`src/rtl/expr_eval.sv`:
```
// -----------------------------------------------------------------------------
// expr_eval
//
// Streaming arithmetic evaluator for ASCII expressions of the form
//   digit (op digit)*     where op is '+' or '*' and every digit is 0..9.
// '*' binds tighter than '+'. The running value of the expression is kept as
// a completed additive part (sum) plus the multiplicative term that is still
// being built (term), so each character is absorbed in a single cycle.
// Any character that breaks the grammar drops the block into a sticky error
// state that only the asynchronous reset can leave.
//
// Parameters:
//   WIDTH     accumulator / result width; all arithmetic wraps modulo 2^WIDTH
//
// Ports:
//   clk       system clock, rising edge active
//   clr       asynchronous active-low reset
//   in        ASCII character presented to the block
//   in_valid  1: consume `in` on this edge; 0: every register holds
//   result    registered value of the expression evaluated so far
//   out       registered: 1 when the consumed characters form a complete,
//             legal expression (last one a digit, no error)
//   err       registered sticky syntax-error flag
// -----------------------------------------------------------------------------
module expr_eval #(
  parameter int WIDTH = 16
) (
  input  logic             clk,
  input  logic             clr,
  input  logic [7:0]       in,
  input  logic             in_valid,
  output logic [WIDTH-1:0] result,
  output logic             out,
  output logic             err
);

  typedef enum logic [2:0] {
    S_START = 3'd0,
    S_NUM   = 3'd1,
    S_ADD   = 3'd2,
    S_MUL   = 3'd3,
    S_ERR   = 3'd4
  } state_t;

  state_t           state_q,  state_d;
  logic [WIDTH-1:0] sum_q,    sum_d;
  logic [WIDTH-1:0] term_q,   term_d;
  logic [WIDTH-1:0] result_q, result_d;
  logic             out_q,    out_d;
  logic             err_q,    err_d;

  logic             is_digit_s;
  logic             is_add_s;
  logic             is_mul_s;
  logic [WIDTH-1:0] digit_ext_s;
  logic [WIDTH-1:0] product_s;
  logic [WIDTH-1:0] sum_plus_digit_s;
  logic [WIDTH-1:0] sum_plus_product_s;

  // Character classification and the arithmetic candidates for this cycle.
  always_comb begin
    is_digit_s = (in >= 8'h30) && (in <= 8'h39);
    is_add_s   = (in == 8'h2B);
    is_mul_s   = (in == 8'h2A);
    // For '0'..'9' (0x30..0x39) the low nibble is already the digit value;
    // the value is only used when is_digit_s is set.
    digit_ext_s = {{(WIDTH-4){1'b0}}, in[3:0]};
    // WIDTH x WIDTH product kept at WIDTH bits is exactly the truncated
    // WIDTH x 4 product, since the upper operand bits are zero.
    product_s          = term_q * digit_ext_s;
    sum_plus_digit_s   = sum_q + digit_ext_s;
    sum_plus_product_s = sum_q + product_s;
  end

  // Next-state and next-output computation for one consumed character.
  always_comb begin
    state_d  = state_q;
    sum_d    = sum_q;
    term_d   = term_q;
    result_d = result_q;
    out_d    = out_q;
    err_d    = err_q;

    if (in_valid) begin
      case (state_q)
        S_START: begin
          if (is_digit_s) begin
            state_d  = S_NUM;
            term_d   = digit_ext_s;
            result_d = digit_ext_s;
            out_d    = 1'b1;
          end else begin
            state_d = S_ERR;
            err_d   = 1'b1;
            out_d   = 1'b0;
          end
        end

        S_NUM: begin
          if (is_add_s) begin
            // Close the current term into the additive part.
            state_d = S_ADD;
            sum_d   = sum_q + term_q;
            out_d   = 1'b0;
          end else if (is_mul_s) begin
            state_d = S_MUL;
            out_d   = 1'b0;
          end else begin
            // A second digit (multi-digit number) is as illegal as junk.
            state_d = S_ERR;
            err_d   = 1'b1;
            out_d   = 1'b0;
          end
        end

        S_ADD: begin
          if (is_digit_s) begin
            state_d  = S_NUM;
            term_d   = digit_ext_s;
            result_d = sum_plus_digit_s;
            out_d    = 1'b1;
          end else begin
            state_d = S_ERR;
            err_d   = 1'b1;
            out_d   = 1'b0;
          end
        end

        S_MUL: begin
          if (is_digit_s) begin
            state_d  = S_NUM;
            term_d   = product_s;
            result_d = sum_plus_product_s;
            out_d    = 1'b1;
          end else begin
            state_d = S_ERR;
            err_d   = 1'b1;
            out_d   = 1'b0;
          end
        end

        S_ERR: begin
          // Terminal: absorb everything, outputs frozen.
          state_d = S_ERR;
          err_d   = 1'b1;
          out_d   = 1'b0;
        end

        default: begin
          // Unreachable encodings are treated as a syntax failure.
          state_d = S_ERR;
          err_d   = 1'b1;
          out_d   = 1'b0;
        end
      endcase
    end else begin
      state_d  = state_q;
      sum_d    = sum_q;
      term_d   = term_q;
      result_d = result_q;
      out_d    = out_q;
      err_d    = err_q;
    end
  end

  // State, accumulators and registered outputs; reset is asynchronous.
  always_ff @(posedge clk or negedge clr) begin
    if (!clr) begin
      state_q  <= S_START;
      sum_q    <= {WIDTH{1'b0}};
      term_q   <= {WIDTH{1'b0}};
      result_q <= {WIDTH{1'b0}};
      out_q    <= 1'b0;
      err_q    <= 1'b0;
    end else begin
      state_q  <= state_d;
      sum_q    <= sum_d;
      term_q   <= term_d;
      result_q <= result_d;
      out_q    <= out_d;
      err_q    <= err_d;
    end
  end

  assign result = result_q;
  assign out    = out_q;
  assign err    = err_q;

endmodule
```
`config.mk`:
```
export PLATFORM = sky130hd
export DESIGN_NAME = expr_eval
export DESIGN_NICKNAME = d
export VERILOG_FILES = /design/src/rtl/expr_eval.sv
export SDC_FILE = /design/constraint.sdc
export NUM_CORES = 1
export LEC_CHECK = 0
export CORE_ASPECT_RATIO = 0.75
export CORE_UTILIZATION = 25
export CTS_BUF_LIST = sky130_fd_sc_hd__clkbuf_2
export CTS_CLUSTER_SIZE = 12
export DETAILED_ROUTE_END_ITERATION = 16
export PLACE_DENSITY = 0.44
export SLEW_MARGIN = 20
export SYNTH_ARGS = -nofsm -noshare
export SYNTH_HDL_FRONTEND = slang
export SYNTH_SLANG_ARGS = --single-unit
```
`constraint.sdc`:
```
create_clock -name clk -period 5.3 [get_ports clk]
set_input_delay 1.06 -clock clk [delete_from_list [all_inputs] [get_ports clk]]
set_output_delay 1.06 -clock clk [all_outputs]
set_load 0.02 [all_outputs]
```
* Yosys cells after proc, flatten, opt, wreduce, memory -nomap -nowiden
Index checks and enable logic that the tools add are counted.
Storage, ports and cells: output and inout port bits 18, input bits 11, register bits 53, word-level logic and storage cells 50
Cells by class: mux-type cells 16, multiply operators 1, equality and inequality tests 12, add/sub/neg operators 3, reductions and logical operators 10, $lt $le $gt $ge 2
Operator list (count):
- 16-bit 2-to-1 mux | 4
- 16-bit case mux with 3 select lines | 1
- 16-bit adder | 2
- 16-bit case mux with 2 select lines | 1
- 16-bit by 4-bit adder with 16-bit output | 1
- 8-bit by 6-bit equality test with 1-bit output, second input constant | 2
- 16-bit by 4-bit multiplier with 16-bit output | 1
- 2-bit inequality test, second input constant | 6
- 3-bit 2-to-1 mux | 3
- 8-bit by 6-bit greater-or-equal comparator with 1-bit output, second input constant | 1
- 8-bit by 6-bit less-or-equal comparator with 1-bit output, second input constant | 1
- 4-bit AND reduction | 2
- 3-bit by 2-bit equality test with 1-bit output, second input constant | 2
- 3-bit case mux with 2 select lines | 1
- 1-bit 2-to-1 mux | 5
- 5-bit AND reduction | 1
- 3-bit by 1-bit equality test with 1-bit output, second input constant | 1
- 3-bit logical NOT | 1
- 3-bit AND reduction | 1
- 3-bit nonzero test | 1
- 3-bit OR reduction | 1
- 2-bit by 1-bit inequality test with 1-bit output, second input constant | 1
- 1-bit case mux with 2 select lines | 1
- 2-bit nonzero test | 1
- 2 further kinds | 2

* Longest topological paths before layout
Gate-level depths: netlist (run 1).
word-level depth 4, mapped depth 24, gate-level depth less buffers 22

* Worst setup path after synthesis (run 1)
Ideal clock, no wire load.
path type input to register, from input in[2], to register result_q[14] (netlist: result[14]), path buffers 2, data required time 5.179 ns, arrival time 5.435 ns, setup slack -0.256 ns, setup time 0.121 ns, stages on the path 23, path through clkbuf_1 > clkbuf_1 > and2_1 > fa_1 > inv_1 > fa_1 > inv_1 > ha_1 > nor2b_1 > o21a_1 > o21ai_0 > nand2b_1 > a21oi_1 > xor2_1 > nor2_1 > ha_1 > a21o_1 > a21oi_1 > o21ai_0 > a211oi_2 > o21ai_1 > xor2_1 > a22o_1
On the way: word-level cells in the longest chain between the ends 4, elaborated cells between the ends (all ways) 13, those cells by class 2 x add/sub; 1 x mul; 2 x order compare; 3 x eq/ne; 3 x mux; 2 x reduce/logical
Ends and longest elaborated chain:
- start: declaration | line 30 | input logic [7:0] in,
- 16-bit by 4-bit multiplier with 16-bit output, or another cell as far along | line 70 | product_s = term_q * digit_ext_s;
- 16-bit adder or 1-bit logical AND (tied branches) | line 72, 62
- 16-bit 2-to-1 mux or 2-bit inequality test (tied branches)
- 16-bit case mux with 3 select lines or 5-bit AND reduction (tied branches)
- end signal: assignment | line 172 | result_q <= {WIDTH{1'b0}};
- end signal: assignment | line 179 | result_q <= result_d;
- end: declaration | line 48 | logic [WIDTH-1:0] result_q, result_d;
Several ways; a longest one is shown, not always the timed one. The select of a mux whose other input is x is not followed. A chain may end at the register's enable or synchronous reset.

* Final worst setup path (run 1)
from input in[2], to register result_q[15] (netlist: result[15])
The elaborated chain is that of the path after synthesis.

==> Implementation_results.wiki, run 1 <==
{| class="wikitable"
! Metric !! Value
|-
| Layout Area Growth over Synthesis || 23.4%
|-
| CTS max path bufs || 2
|-
| Number of iterations in the first detailed-routing pass || 4
|-
| CORE AREA || 19,300 um^2
|-
| Area share of the largest cell type after synthesis || ~27%
|-
| Die extent in y || about 120 um
|-
| Final nets || 740
|-
| Largest area contributor in the netlist || sky130_fd_sc_hd__dfrtp_1
|-
| Antenna-violating nets left || 0
|-
| Wire length of the first global-routing pass || 23,000 um
|-
| TritonCTS Sinks || 53
|-
| Buffer count from post-CTS setup fixing || 0
|-
| Proportion of power drawn by flip-flops and latches || 54.6%
|-
| Post-synth EDFFs || 0
|-
| Critical path peak fanout || 6
|-
| Maximum number of pins on one net before global-route repair || 54
|-
| Overall routed net length || 13,700 um
|-
| Clock slew seen by the registers of the worst setup and hold paths || 0.31 ns
|-
| Floorplan die area || 20,300 um^2
|-
| Initial cell density of the core || 25.5%
|-
| Clock tree skew after final layout || 0.0278 ns
|-
| Total number of yosys warnings || 0
|-
| Number of violations reported at the end of detailed-routing iteration 0 || 182
|-
| Internal power contribution || 550 uW
|-
| Leakage power || 2.99 nW
|-
| Count of buffering cells on the critical path with inverters included || 4
|-
| Maximum achievable frequency || 199 MHz
|-
| Root buffer cell || sky130_fd_sc_hd__clkbuf_2
|-
| Result of the run || completed
|-
| Clock H-tree levels || 2
|-
| Via/cell ratio || between 4 and 5
|-
| Primary flip-flop cell chosen by synthesis mapping || sky130_fd_sc_hd__dfrtp_1
|-
| Max rail drop VDD || 0.104 mV
|-
| Dominant cells by area after synthesis || sky130_fd_sc_hd__dfrtp_1 (27%), sky130_fd_sc_hd__ha_1 (12%), sky130_fd_sc_hd__fa_1 (11%), sky130_fd_sc_hd__nand2_1 (7.0%), sky130_fd_sc_hd__xnor2_1 (4.3%)
|-
| Chip Width || 164 um
|-
| Detailed-route DRC error count || 0
|-
| Power density over the cells || about 130 nW/um^2
|-
| Average cell area after synthesis || 8.66 um^2
|-
| GRT Residual Overflow || 0
|-
| Data arrival time of the worst path || 5.47 ns
|-
| Most numerous cell types in the synthesized netlist || sky130_fd_sc_hd__nand2_1 (92), sky130_fd_sc_hd__dfrtp_1 (53), sky130_fd_sc_hd__inv_1 (48), sky130_fd_sc_hd__ha_1 (46), sky130_fd_sc_hd__o21ai_0 (34)
|-
| Slowest library cell on the worst path || sky130_fd_sc_hd__fa_1
|-
| Path type of the worst min-delay path || flop to flop
|-
| Number of pins exceeding their max-slew limit in the final report || 0
|-
| Setup Total Neg Slack || 0 ns
|-
| Worst slack after detailed placement || -0.659 ns
|-
| Worst Max-Slew Pin Slew || about 0.76 ns
|-
| Number of buffers inserted during clock tree synthesis || 5
|-
| Drt wl/cell || 15.1 um
|-
| Port bufs || 28
|-
| Half-perimeter wire length after detailed placement || 11,100 um
|-
| Nets in the synthesized netlist || 653
|-
| Clock share of power || 29.3%
|-
| Critical Path, Cell by Cell || dlygate4sd2_1 > buf_4 > and2_1 > fa_1 > inv_1 > fa_1 > inv_1 > ha_1 > a2111o_1 > o221ai_1 > nor2b_2 > xor2_1 > nor2_1 > ha_1 > nand2_1 > o21ai_2 > a21oi_2 > o21ai_1 > xnor3_1 > a22o_1
|-
| CP endpoint kind || flop
|-
| Hold_buf cts || 0
|-
| Critical path type || primary input to flop
|-
| Number of cell rows || 44
|-
| Via count of the first global-routing pass || between 4,000 and 5,000
|-
| Final cycle utilization of the critical path || 94.7%
|-
| Critical Path Source Type || primary input
|-
| Clk_lat worst skew || 0.53 ns
|-
| Setup-failing EPs final || 0
|-
| Clock tree from TritonCTS || yes
|-
| Yosys reg bits || 53
|-
| Headroom to the max-slew limit || 49.6%
|-
| GRT Util Overall || 14.8%
|-
| Io pins || 29
|-
| Layout filler cell count || just under 2,000
|-
| Fraction of layout instances using a drive strength above 1 || ~15%
|-
| Delay of the slowest critical-path stage || 0.53 ns
|-
| Global placement routability congestion || about 0.85
|-
| Number of max-cap violations || 0
|-
| Fraction of power consumed by combinational cells || between 10% and 20%
|-
| Minimum setup slack in the final design || between 0.2 and 0.3 ns
|-
| Endpoint required time on the critical path || 5.75 ns
|-
| Net switching power || ~230 uW
|-
| Slack of the worst reg-to-reg path || between 0.5 and 0.6 ns
|-
| Post-synthesis instance area || just under 5000 um^2
|-
| Initial antenna violation count || 1
|-
| Critical path's top delay family || adder cells
|-
| Top-count cell post-synth || sky130_fd_sc_hd__nand2_1
|-
| Count of mapped cells out of synthesis || 569
|-
| Switching Share || between 20% and 30%
|-
| Async SR Flop Fraction || 100%
|-
| Min Clock Period, post-route || 5.02 ns
|-
| Via count || roughly 4,100
|-
| Sequential fraction of the synthesis area || 26.9%
|-
| RSZ-0062 raised after global routing || no
|-
| Final Hold Viols || 0
|-
| Number of distinct standard cells referenced by the synthesized netlist || 52
|}
==> power groups by stage <==
stage / Clock, mW / Sequential, mW / Combinational (mW)
floorplan: 0 / 0.433 / 0.0654
CTS: 0.247 / 0.425 / 0.129
finish: 0.228 / 0.425 / 0.126
global placement: 0 / 0.431 / 0.125
detailed placement: 0 / 0.432 / 0.129
global route: 0.260 / 0.427 / 0.143
==> registers in the layout (all words and copies together) (netlist names) <==
name and count:
err 1, out 1, result 16, state_q 3, sum_q 16, term_q 16
==> worst paths after layout <==
| kind | from | endpoint | cells after the start |
|---|---|---|---|
| max | in[2] | result[15] | 20 |
| min | err | err | 1 |
| max reg2reg | term_q[3] | result[14] | 21 |
| min reg2reg | err | err | 1 |
| max in group asynchronous | clr | result[10] | 2 |
| min in group asynchronous | clr | term_q[1] | 2 |
==> layout by cell type, fill, tap and decap left out, types with 12 or more instances in the layout <==
master,instances
sky130_fd_sc_hd__nand2_1,92
sky130_fd_sc_hd__buf_4,71
sky130_fd_sc_hd__dfrtp_1,53
sky130_fd_sc_hd__inv_1,48
sky130_fd_sc_hd__ha_1,45
sky130_fd_sc_hd__and2_1,33
sky130_fd_sc_hd__o21ai_0,30
sky130_fd_sc_hd__nor2_1,29
sky130_fd_sc_hd__fa_1,27
sky130_fd_sc_hd__a21oi_1,24
sky130_fd_sc_hd__xnor2_1,24
sky130_fd_sc_hd__clkdlybuf4s50_1,24
sky130_fd_sc_hd__xor2_1,16
sky130_fd_sc_hd__a21o_1,13
sky130_fd_sc_hd__nand2b_1,12
==> metrics by stage <==
| stage | instance area, um^2 | total power [mW] | util [%] | hold WS [ns] | std cells |
|---|---|---|---|---|---|
| CTS | 6070 | 0.801 | 31.4 | 0.534 | 910 |
| global route | 6080 | 0.829 | 31.5 | 0.565 | 911 |
| floorplan | 4960 | 0.498 | - | 0.447 | 569 |
| detailed placement | 6000 | 0.561 | 31.1 | 0.469 | 902 |
| finish | 6080 | 0.779 | 31.5 | 0.526 | 911 |
| global placement | 6000 | 0.556 | 31.1 | 0.456 | 902 |
==> timing repair <==
action                     4_1_cts  5_1_grt
hold endpoints to repair         0        0
pin swaps                        1        1
gates resized for setup          5        4
setup endpoints to repair        1        6
cloned                           0        0
==> cell type report <==
type                       count  area (um^2)  area share (%)
multi-input combinational    449         3380            55.6
inverter                      48          180            2.96
timing repair buffer          99          808            13.3
clock inverter                 3         41.3           0.679
antenna                        1         2.50          0.0411
clock buffer                   5         25.0           0.411
tap                          253          317            5.20
sequential                    53         1330            21.8
==> cell families (layout without fill, tap and decap cells) <==
kind of cell | after synthesis | count (layout) | synth area share (%)
AOI/OAI and AO/OA | 131 | 131 | 17.5
xor gates and xnor gates | 41 | 41 | 7.57
adders and majority gates | 73 | 73 | 22.7
buffers and inverters | 67 | 155 | 5.18
DFF | 53 | 53 | 26.9
muxes | 5 | 5 | 1.14
other | 0 | 1 | 0
and+or+nand+nor | 199 | 199 | 19.0
==> layer usage <==
layer	GRT usage, %	up-vias	wire (um)
met3	1.80	7	271
li1	-	2096	-
met2	22.4	34	5780
met5	0	-	0
met4	3.30	0	131
met1	22.3	1995	7560
No activity file was read; power rests on OpenSTA's default activity.
==> run 2: changes to the inputs <==
- ABC_CLOCK_PERIOD_IN_PS: default -> 5300
- CTS_CLUSTER_DIAMETER: default -> 60
==> results of run 2 <==
The final DEF is identical to that of run 1; final timing and power are the same.
